[src/rtl/leglite_io_pkg.sv]
// Shared IO constants for the leglite memory/IO slice: switch port address,
// switch count and the default debounce length, plus the per-channel phase type.
package leglite_io_pkg;

    localparam int          SW_DB_CYCLES_DEFAULT = 1000;
    localparam logic [15:0] SW_ADDR              = 16'hfff0;
    localparam int          NUM_SW               = 2;

    typedef enum logic {
        SW_IDLE    = 1'b0,
        SW_QUALIFY = 1'b1
    } sw_phase_e;

    // A channel is qualifying whenever the synchronised pin disagrees with the accepted level.
    function automatic sw_phase_e sw_phase(input logic s2, input logic stable);
        return (s2 != stable) ? SW_QUALIFY : SW_IDLE;
    endfunction

endpackage

[src/rtl/sw_input_conditioner_cell.sv]
// One switch channel: two-flop synchroniser, stability counter and accepted level.
// Edge pulse outputs exist only when SW_EDGE_EN is defined.
module sw_debounce_cell
    import leglite_io_pkg::*;
#(
    parameter int DB_CYCLES = SW_DB_CYCLES_DEFAULT,
    parameter int CNT_W     = $clog2(DB_CYCLES + 1)
) (
    input  logic clock,
    input  logic reset_n,
    input  logic raw,
`ifdef SW_EDGE_EN
    output logic rise,
    output logic fall,
`endif
    output logic level
);

    localparam logic [CNT_W-1:0] CNT_LAST = CNT_W'(DB_CYCLES - 1);

    logic             s1_r;
    logic             s2_r;
    logic             stable_r;
    logic [CNT_W-1:0] cnt_r;
    sw_phase_e        phase_s;
    logic             accept_s;

    // Qualification status derived from the synchronised pin and accepted level.
    always_comb begin
        phase_s  = sw_phase(s2_r, stable_r);
        accept_s = 1'b0;
        if ((phase_s == SW_QUALIFY) && (cnt_r == CNT_LAST)) begin
            accept_s = 1'b1;
        end else begin
            accept_s = 1'b0;
        end
    end

    // Two-flop synchroniser for the asynchronous pin.
    always_ff @(posedge clock or negedge reset_n) begin
        if (!reset_n) begin
            s1_r <= 1'b0;
            s2_r <= 1'b0;
        end else begin
            s1_r <= raw;
            s2_r <= s1_r;
        end
    end

    // Stability counter; any return to the accepted level discards progress.
    always_ff @(posedge clock or negedge reset_n) begin
        if (!reset_n) begin
            cnt_r    <= '0;
            stable_r <= 1'b0;
        end else begin
            case (phase_s)
                SW_IDLE: begin
                    cnt_r <= '0;
                end
                SW_QUALIFY: begin
                    if (accept_s) begin
                        stable_r <= s2_r;
                        cnt_r    <= '0;
                    end else begin
                        cnt_r <= cnt_r + CNT_W'(1);
                    end
                end
                default: begin
                    cnt_r <= '0;
                end
            endcase
        end
    end

    assign level = stable_r;

`ifdef SW_EDGE_EN
    logic rise_r;
    logic fall_r;

    // One-cycle pulses issued on the edge that flips the accepted level.
    always_ff @(posedge clock or negedge reset_n) begin
        if (!reset_n) begin
            rise_r <= 1'b0;
            fall_r <= 1'b0;
        end else begin
            rise_r <= accept_s & s2_r;
            fall_r <= accept_s & ~s2_r;
        end
    end

    assign rise = rise_r;
    assign fall = fall_r;
`endif

endmodule

[src/rtl/sw_input_conditioner.sv]
// Slide-switch conditioner feeding the 0xfff0 input port: two independent debounce channels.
// Define SW_EDGE_EN to add the per-switch rise/fall pulse outputs.
module sw_input_conditioner
    import leglite_io_pkg::*;
#(
    parameter int DB_CYCLES = SW_DB_CYCLES_DEFAULT,
    parameter int CNT_W     = $clog2(DB_CYCLES + 1)
) (
    input  logic clock,
    input  logic reset_n,
    input  logic raw_sw0,
    input  logic raw_sw1,
`ifdef SW_EDGE_EN
    output logic sw0_rise,
    output logic sw0_fall,
    output logic sw1_rise,
    output logic sw1_fall,
`endif
    output logic io_sw0,
    output logic io_sw1
);

    logic [NUM_SW-1:0] raw_s;
    logic [NUM_SW-1:0] level_s;
`ifdef SW_EDGE_EN
    logic [NUM_SW-1:0] rise_s;
    logic [NUM_SW-1:0] fall_s;
`endif

    assign raw_s = {raw_sw1, raw_sw0};

    for (genvar g = 0; g < NUM_SW; g++) begin : g_cell
        sw_debounce_cell #(
            .DB_CYCLES (DB_CYCLES),
            .CNT_W     (CNT_W)
        ) u_cell (
            .clock   (clock),
            .reset_n (reset_n),
            .raw     (raw_s[g]),
`ifdef SW_EDGE_EN
            .rise    (rise_s[g]),
            .fall    (fall_s[g]),
`endif
            .level   (level_s[g])
        );
    end

    assign io_sw0 = level_s[0];
    assign io_sw1 = level_s[1];
`ifdef SW_EDGE_EN
    assign sw0_rise = rise_s[0];
    assign sw0_fall = fall_s[0];
    assign sw1_rise = rise_s[1];
    assign sw1_fall = fall_s[1];
`endif

endmodule
[config.mk]
export PLATFORM = sky130hd
export DESIGN_NAME = sw_input_conditioner
export DESIGN_NICKNAME = d
export VERILOG_FILES = /design/src/rtl/leglite_io_pkg.sv /design/src/rtl/sw_input_conditioner_cell.sv /design/src/rtl/sw_input_conditioner.sv
export SDC_FILE = /design/constraint.sdc
export NUM_CORES = 1
export LEC_CHECK = 0
export ABC_AREA = 0
export CORE_UTILIZATION = 57
export DETAILED_ROUTE_END_ITERATION = 10
export GPL_ROUTABILITY_DRIVEN = 0
export PLACE_DENSITY = 0.76
export SYNTH_ARGS = -nofsm -noshare
export SYNTH_HDL_FRONTEND = slang
export SYNTH_SLANG_ARGS = --single-unit
[constraint.sdc]
create_clock -name clock -period 1.95 [get_ports clock]
set_input_delay 0.195 -clock clock [delete_from_list [all_inputs] [get_ports clock]]
set_output_delay 0.195 -clock clock [all_outputs]
set_load 0.01 [all_outputs]
==> run metrics, run 1 <==
CP max FO 4; Num CTS Buffers 3; Resized cells post-CTS 0; maximum vdd drop 0.000627 V; via/cell ratio 6.00; Startpoint Class flip-flop; number of port buffers 5; Setup Crit Path Kind reg2reg; Pleak 0.000528 uW; drt drc 0; EDFF count, synth 0; first-pass GRT wire length 2.96 mm; WP data required 2170 ps; status finished, final reports clean; Least-Margin Pin Slew 487 ps; pin count of the biggest net entering global routing 27; RSZ-0062 raised after global routing false; layout cells sized above 1 0.0932; Reg2Reg Depth 4; Hold Crit Class in2async; Post-CTS Hold Buffers 0; core area 1960 um^2; Clock Sinks 26; Slew Limit Fails 0; Data arrival, critical path 1780 ps; Synth Net Count 115; CTS tree done; ANT nets after route 0; Vias 870; number of max-cap violations 0; gr usage total 0.194; final core area utilization 0.664; Final Skew 5.23 ps; Peak Freq 640 MHz; total negative slack 0 ps; Chip Height 47.7 um; clk slew on worst S/H paths 130 ps; Setup-failing EPs final 0; DP HPWL 1.49 mm; most frequent cells after synthesis dfrtp_1 (26), nor2_1 (10), nand2_1 (7), nand3_1 (7), a21oi_1 (6); Skew-Pair Late Insertion Delay 320 ps; Routed WL 2.01 mm; crit share post-route 0.802; die footprint 2270 um^2; Syn Inst Count 109; yosys warns 0; Power Density 641 nW/um^2; Die Width 47.7 um; async set-or-reset flop fraction in the synthesized netlist 1.00; leading area contributor after synthesis dfrtp_1; synth unique cells 27; most numerous cell in the Yosys netlist dfrtp_1; Synth top area share 0.547; Root Driver clkbuf_4; I/O pin cnt 6; buffer count from post-CTS setup fixing 0; grt ovf 0; synth top area cells dfrtp_1 (55%), xor2_1 (3.7%), nor2_1 (3.2%); Syn Area/Cell 10.9 um^2; routed len/inst 13.9 um; Layout area overhead 9.58%; Layout Nets 126; Max transition margin 0.673; Final Hold Viols 0; H-tree levels 1; Max Root-Sink Buffers 2; fin crit period 1560 ps; initial antenna violation count 0; Pre-antenna DRT Iters 4; synthesized cell area 1190 um^2; sequential area share after synthesis 0.547; Synth Flop Type dfrtp_1; Yosys reg bits 26; row count 16; Ant. Diodes 0; number of global-route vias before repair 668; initial drt markers 29; Initial Util 0.606; CP Capture Type flip-flop
-- layout make-up --
cell class | instances | area, um^2
well taps | 27 | 33.8
multi-input cells | 78 | 519
repair buffers | 6 | 57.6
clock buffers | 3 | 22.5
fillers | 165 | 659
inverters | 5 | 18.8
flip-flops and latches | 26 | 651
-- cell usage in the layout, fill, tap and decap left out, types with 4 or more instances in the layout --
cell type,n
xnor2_1,4
nand3_1,7
nand2_1,7
or4_1,4
clkdlybuf4s50_1,5
nor2_1,10
xor2_1,5
dfrtp_1,26
a21oi_1,6
inv_1,5
o21ai_0,4
or3_1,5
-- metal layers --
metal | vias up | wire [um] | global-route usage
met3 | 5 | 100 | 0.0453
met5 | - | 0 | 0
met2 | 24 | 892 | 0.266
li1 | 421 | - | -
met4 | 0 | 34 | 0.0833
met1 | 420 | 985 | 0.294
-- stage by stage --
stage / setup slack, ps / power (uW) / hold slack, ps / cells / cell area, um^2
2_1_floorplan: 534 / 597 / -101 / 109 / 1190
3_3_place_gp: 449 / 621 / 341 / 142 / 1280
3_5_place_dp: 399 / 624 / 349 / 142 / 1280
4_1_cts: 387 / 841 / 234 / 145 / 1300
5_1_grt: 305 / 865 / 266 / 145 / 1300
6_report: 387 / 835 / 221 / 145 / 1300
-- state kept, by name (all words and copies together), names as in the netlist --
| signal | flops |
|---|---|
| g_cell.u_cell.level | 2 |
| g_cell.u_cell.cnt_r | 20 |
| g_cell.u_cell.s2_r | 2 |
| g_cell.u_cell.s1_r | 2 |
-- worst max-delay path, stage by stage, from the launching register on --
cell and delay (ps):
dfrtp_1 390, ha_1 230, nand4bb_1 210, nor3_1 270
mux2_2 360
-- where the power goes --
part | switching [uW] | internal (uW)
clock | 150 | 72.5
sequential | 11.3 | 553
combinational | 27.9 | 20.1
-- kinds of logic after synthesis --
group | count (synthesis) | synth area share
flip-flops | 26 | 0.547
multiplexers | 2 | 0.0189
adder cells (fa/ha/maj) | 2 | 0.0210
XOR/XNOR | 9 | 0.0663
AO/OA/AOI/OAI | 22 | 0.123
AND/OR/NAND/NOR | 43 | 0.207
buffers and inverters | 5 | 0.0158
-- path summary, 6_finish.rpt --
kind / start / end / slack [ps]
setup / recovery: g_cell[0].u_cell.cnt_r[0]$_DFF_PN0_ / g_cell[0].u_cell.level$_DFFE_PN0P_ / 390
hold / removal: reset_n / g_cell[1].u_cell.cnt_r[7]$_DFF_PN0_ / 220
setup reg to reg: g_cell[0].u_cell.cnt_r[0]$_DFF_PN0_ / g_cell[0].u_cell.level$_DFFE_PN0P_ / 390
hold reg to reg: g_cell[0].u_cell.s1_r$_DFF_PN0_ / g_cell[0].u_cell.s2_r$_DFF_PN0_ / 370
max in group asynchronous: reset_n / g_cell[1].u_cell.s2_r$_DFF_PN0_ / 1490
min in group clock: raw_sw0 / g_cell[0].u_cell.s1_r$_DFF_PN0_ / 300
Note: power is estimated with default switching activity, not from simulation.
==> inputs of run 2 (changes only) <==
- CORE_UTILIZATION: 57 -> 51
- PLACE_DENSITY: 0.76 -> 0.72
- clock period: 1.95 -> 1.3 ns (I/O delays scaled with it)
==> run 2 against run 1 <==
Against the previous run: the run now ends with negative setup slack left; clock skew increased by 1.7 ps; sequential power increased by 52%; non-clock buffer count increased by 38; combinational power increased to 3.1 times the previous value; via count increased by 25%; sequential share of layout area decreased by 14 points; critical path type unchanged; critical endpoint is now g_cell[1].u_cell.cnt_r[9]$_DFF_PN0_; largest power group unchanged.
==> run metrics, run 2 (same netlist as run 1, synthesis figures left out) <==
Skew-Pair Late Insertion Delay 340 ps (+20 ps); Area after DPL 1460 um^2 (+14%); CTS tree done; Max transition margin 0.770 (+0.0966); failing checks negative setup slack; number of global-route vias before repair 1038 (+55%); most common cell after layout, fill and taps aside buf_4; die footprint 2530 um^2 (+11%); GR Util met1 0.323 (+0.0288); CP Cell Sequence nand4_1, or4_4, a31oi_4; Most Crowded Layer GR met2; Die Width 50.3 um (+5.5%); I/O pin cnt 6 (unchanged); RSZ-0062 raised after global routing true; WP data required 1560 ps (-610 ps); Pre-antenna DRT Iters 4 (unchanged); grt ovf 0 (unchanged); Layout area overhead 54.1%; CP max FO 5 (+1); clk slew on worst S/H paths 150 ps (+20 ps); Setup-failing EPs final 17 (+17); Data arrival, critical path 1710 ps (-70 ps); fin crit period 1450 ps (-115 ps); Vias 1090 (+25%); Initial Util 0.537 (-0.0685); Setup Crit Path Kind reg2reg; first-pass GRT wire length 4.62 mm (+56%); routed len/inst 18.5 um (+33%); CP Capture Type flip-flop; Startpoint Class flip-flop; Final Skew 6.98 ps (+1.75 ps); Hold Crit Class in2async; Post-CTS Hold Buffers 0 (unchanged); Root Driver clkbuf_4; via/cell ratio 5.89 (-1.8%); highest cell delay on the worst timing path 530 ps (+140 ps); flop-to-flop setup slack -150 ps (-530 ps); Peak Freq 691 MHz (+8.0%); Fillers 117 (-29%); Biggest register g_cell.u_cell.cnt_r; Slowest-stage cell, CP or4_4; H-tree levels 1 (unchanged); M3 GR Usage 0.0394 (-0.00589); Ant. Diodes 0 (unchanged); Chip Height 50.3 um (+5.5%); drt drc 0 (unchanged); pre-CTS setup slack -65.0 ps (-464 ps); Layout Nets 164 (+30%); pin count of the biggest net entering global routing 27 (unchanged); worst r2r src g_cell[1].u_cell.cnt_r[5]$_DFF_PN0_; Max Root-Sink Buffers 2 (unchanged); Least-Margin Pin Slew 343 ps (-144 ps); layout cells sized above 1 0.522 (+0.429); Final Hold Viols 0 (unchanged); Num CTS Buffers 3 (unchanged); row count 17 (+1); Reg2Reg Depth 3 (-1); Setup WS post-layout -148 ps (-535 ps); commonest non-fill, non-tap cells in the layout buf_4 (36), dfrtp_1 (22), a21oi_2 (6); Slew Limit Fails 0 (unchanged); Pwr Total 1430 uW (+72%); maximum vdd drop 0.000946 V (+51%); ANT nets after route 0 (unchanged); r2r endpoint g_cell[1].u_cell.cnt_r[9]$_DFF_PN0_; Pleak 0.000762 uW (+44%); Clock Sinks 26 (unchanged); Routed WL 3.42 mm (+70%); gr usage total 0.251 (+0.0572); core area 2210 um^2 (+13%); DP HPWL 1.70 mm (+14%); initial antenna violation count 0 (unchanged); max reg flops 20 (unchanged); crit share post-route 1.11 (+0.312); M2 GR Usage 0.422 (+0.156); Finished Cell Area 1830 um^2 (+41%); status finished, violations left; Power Density 782 nW/um^2 (+22%); number of max-cap violations 0 (unchanged); initial drt markers 26 (-10%); number of port buffers 5 (unchanged)
run 2: stage by stage:
stage          cells  utilization  setup TNS (ps)  hold slack, ps
2_1_floorplan    109            -            -117            -166
3_3_place_gp     164        0.661           -36.9             333
3_5_place_dp     164        0.661            -214             336
4_1_cts          179        0.751            -138             154
5_1_grt          185        0.828           -1530             183
6_report         185        0.828            -790             138
run 2: repair_timing:
action,CTS,global route
resized for setup,16,30
setup endpoints to repair,18,18
pin swaps,7,11
setup buffers,11,6
run 2: cell type report:
cell class	count	area, um^2	area share
repair buffers	44	352	0.192
well taps	28	35.0	0.0191
flip-flops and latches	26	656	0.358
clock buffers	4	36.3	0.0198
inverters	5	18.8	0.0102
multi-input cells	78	734	0.401
run 2: worst max-delay path, delay by kind of cell, from the launching register on:
kind	cells	cell delay [ps]
simple gates	2	710
compound gates	1	180
flops	1	470
run 2: layer usage:
| layer | wire length [um] | share of wire | vias up |
|---|---|---|---|
| li1 | - | - | 495 |
| met1 | 1560 | 0.46 | 552 |
| met2 | 1680 | 0.49 | 32 |
| met3 | 90 | 0.026 | 11 |
| met4 | 88 | 0.026 | 0 |
| met5 | 0 | 0 | - |
run 2: how the worst max path moves through the flow:
stage | start | to | cells past startpoint
2_1_floorplan | g_cell[0].u_cell.cnt_r[0]$_DFF_PN0_ | g_cell[0].u_cell.level$_DFFE_PN0P_ | 4
3_3_place_gp | g_cell[0].u_cell.cnt_r[1]$_DFF_PN0_ | g_cell[0].u_cell.level$_DFFE_PN0P_ | 4
3_5_place_dp | g_cell[0].u_cell.cnt_r[0]$_DFF_PN0_ | g_cell[0].u_cell.level$_DFFE_PN0P_ | 4
4_1_cts | g_cell[1].u_cell.cnt_r[0]$_DFF_PN0_ | g_cell[1].u_cell.level$_DFFE_PN0P_ | 4
5_1_grt | g_cell[1].u_cell.cnt_r[5]$_DFF_PN0_ | g_cell[1].u_cell.cnt_r[9]$_DFF_PN0_ | 3
6_report | g_cell[1].u_cell.cnt_r[5]$_DFF_PN0_ | g_cell[1].u_cell.cnt_r[9]$_DFF_PN0_ | 3
run 2: report_power, final:
group / switching [uW] / internal, uW
clock: 256 / 172
combinational: 74.7 / 73.6
sequential: 26.3 / 831
==> inputs of run 3 (changes only) <==
- GPL_TIMING_DRIVEN: not set -> 0
==> run 3 against run 2 <==
Against the previous run: the run ends with negative hold slack, negative setup slack left; critical path depth rose by 1; global-route usage down 1.3 points; fmax up 4.1%; via count is 6.2% lower; die area unchanged; critical endpoint is now g_cell[1].u_cell.level$_DFFE_PN0P_; largest cell class unchanged.
==> run metrics, run 3 (same netlist as run 1, synthesis figures left out) <==
max reg flops 20 (unchanged); commonest non-fill, non-tap cells in the layout buf_4 (29), dfrtp_1 (21), nor2_1 (9); final core area utilization 0.782 (-0.0464); DP HPWL 1.45 mm (-15%); Pleak 0.000754 uW (-1.0%); pin count of the biggest net entering global routing 27 (unchanged); number of global-route vias before repair 1040 (+0.19%); flop-to-flop setup slack -90 ps (+60 ps); die footprint 2530 um^2 (unchanged); Comb power frac 0.074 (-0.029); Hold Crit Class in2async; Max transition margin 0.247 (-0.523); Skew-Pair Late Insertion Delay 330 ps (about the same); Clock Sinks 26 (unchanged); Num CTS Buffers 3 (unchanged); Data arrival, critical path 1630 ps (-80 ps); via/cell ratio 5.81 (-1.4%); Setup WS post-layout -91.3 ps (+56.6 ps); core area 2210 um^2 (unchanged); CP max FO 4 (-1); maximum vdd drop 0.000959 V (+1.4%); crit share post-route 1.07 (-0.0435); Clk pwr share 0.367 (+0.069); I/O pin cnt 6 (unchanged); fin crit period 1390 ps (-56.6 ps); Ant. Diodes 0 (unchanged); Net Sw Frac 0.219 (-0.0296); row count 17 (unchanged); worst hold slack -8.63 ps (-147 ps); Layout Nets 155 (-5.5%); gr usage total 0.238 (-0.0130); Layout area overhead 45.5%; RSZ-0062 raised after global routing true; Least-Margin Pin Slew 1130 ps (+784 ps); initial drt markers 28 (+7.7%); H-tree levels 1 (unchanged); Final Hold Viols 26 (+26); Final Skew 3.49 ps (-3.49 ps); Root Driver clkbuf_4; routed len/inst 16.5 um (-10%); drt drc 0 (unchanged); Power Density 889 nW/um^2 (+14%); CTS tree done; Int Power 1200 uW (+12%); Vias 1022 (-6.2%); clk slew on worst S/H paths 140 ps (about the same); Peak Freq 719 MHz (+4.1%); Post-CTS Hold Buffers 0 (unchanged); Setup Crit Path Kind reg2reg; grt ovf 0 (unchanged); Pre-antenna DRT Iters 4 (unchanged); number of port buffers 5 (unchanged); r2r endpoint g_cell[1].u_cell.level$_DFFE_PN0P_; Initial Util 0.537 (unchanged); ANT nets after route 0 (unchanged); Chip Height 50.3 um (unchanged); Biggest register g_cell.u_cell.cnt_r; Die Width 50.3 um (unchanged); CP Capture Type flip-flop; initial antenna violation count 0 (unchanged); worst r2r src g_cell[1].u_cell.cnt_r[0]$_DFF_PN0_; first-pass GRT wire length 4.42 mm (-4.3%); Slew Limit Fails 0 (unchanged); status finished, violations left; number of max-cap violations 0 (unchanged); WP data required 1540 ps (-20 ps); most common cell after layout, fill and taps aside buf_4; Setup-failing EPs final 17 (unchanged); P_sw 338 uW (-5.4%); Max Root-Sink Buffers 2 (unchanged); Reg2Reg Depth 4 (+1); Startpoint Class flip-flop; failing checks negative hold slack, negative setup slack; Area after DPL 1300 um^2 (-11%); Sequential Power Share 0.559 (-0.039); Finished Cell Area 1730 um^2 (-5.6%); layout cells sized above 1 0.432 (-0.0899); Routed WL 2.91 mm (-15%)
==> run 3: area by class of cell <==
cell class	count	area, um^2
Timing Repair Buffer	35	279
Clock buffer	3	22.5
Fill cell	136	483
Multi-Input combinational cell	78	687
Sequential cell	26	657
Tap cell	28	35.0
Inverter	5	18.8
Clock inverter	1	30.0
==> run 3: routing by layer <==
layer  wire (um)  up-vias  part of all wire  global-route usage
met1        1220      510              0.42               0.298
li1            -      482                 -                   -
met4          59        0             0.020               0.143
met2        1520       24              0.52               0.376
met3         113        6             0.039              0.0485
met5           0        -                 0                   0
==> run 3: stage by stage <==
stage	setup TNS, ps	power (uW)	setup slack, ps	cells
4_1_cts	-322	1540	-71.6	161
6_report	-774	1540	-91.3	176
2_1_floorplan	-117	902	-59.7	109
3_3_place_gp	-7050	936	-216	142
3_5_place_dp	-8080	941	-253	142
5_1_grt	-1650	1590	-192	176
==> run 3: what timing repair did <==
item                       in CTS  in global routing
resized for setup              22                 15
setup buffers                  15                 15
hold endpoints to repair        0                  0
pin swaps                       7                 12
setup endpoints to repair      19                 44
==> run 3: how the worst max path moves through the flow <==
stage,start,end,slack [ps],depth (start not counted)
2_1_floorplan,g_cell[0].u_cell.cnt_r[0]$_DFF_PN0_,g_cell[0].u_cell.level$_DFFE_PN0P_,-60,4
3_3_place_gp,reset_n,g_cell[0].u_cell.s1_r$_DFF_PN0_,-220,1
3_5_place_dp,g_cell[0].u_cell.cnt_r[0]$_DFF_PN0_,g_cell[0].u_cell.cnt_r[3]$_DFF_PN0_,-250,4
4_1_cts,g_cell[0].u_cell.cnt_r[8]$_DFF_PN0_,g_cell[0].u_cell.cnt_r[9]$_DFF_PN0_,-70,3
5_1_grt,g_cell[0].u_cell.cnt_r[0]$_DFF_PN0_,g_cell[0].u_cell.cnt_r[8]$_DFF_PN0_,-190,4
6_report,g_cell[1].u_cell.cnt_r[0]$_DFF_PN0_,g_cell[1].u_cell.level$_DFFE_PN0P_,-90,4
==> run 3: critical path: stages (launching register included) <==
cell      delay (ps)
dfrtp_1          440
ha_4             160
and4bb_2         280
nand3_2          110
mux2_4           310
==> run 3: power by group through the flow <==
stage               Sequential [uW]  Combinational [uW]  Clock (uW)
floorplan                       862                39.8           0
global placement                864                72.1           0
detailed placement              865                75.7           0
CTS                             856                 104         575
global route                    863                 128         597
finish                          860                 114         564
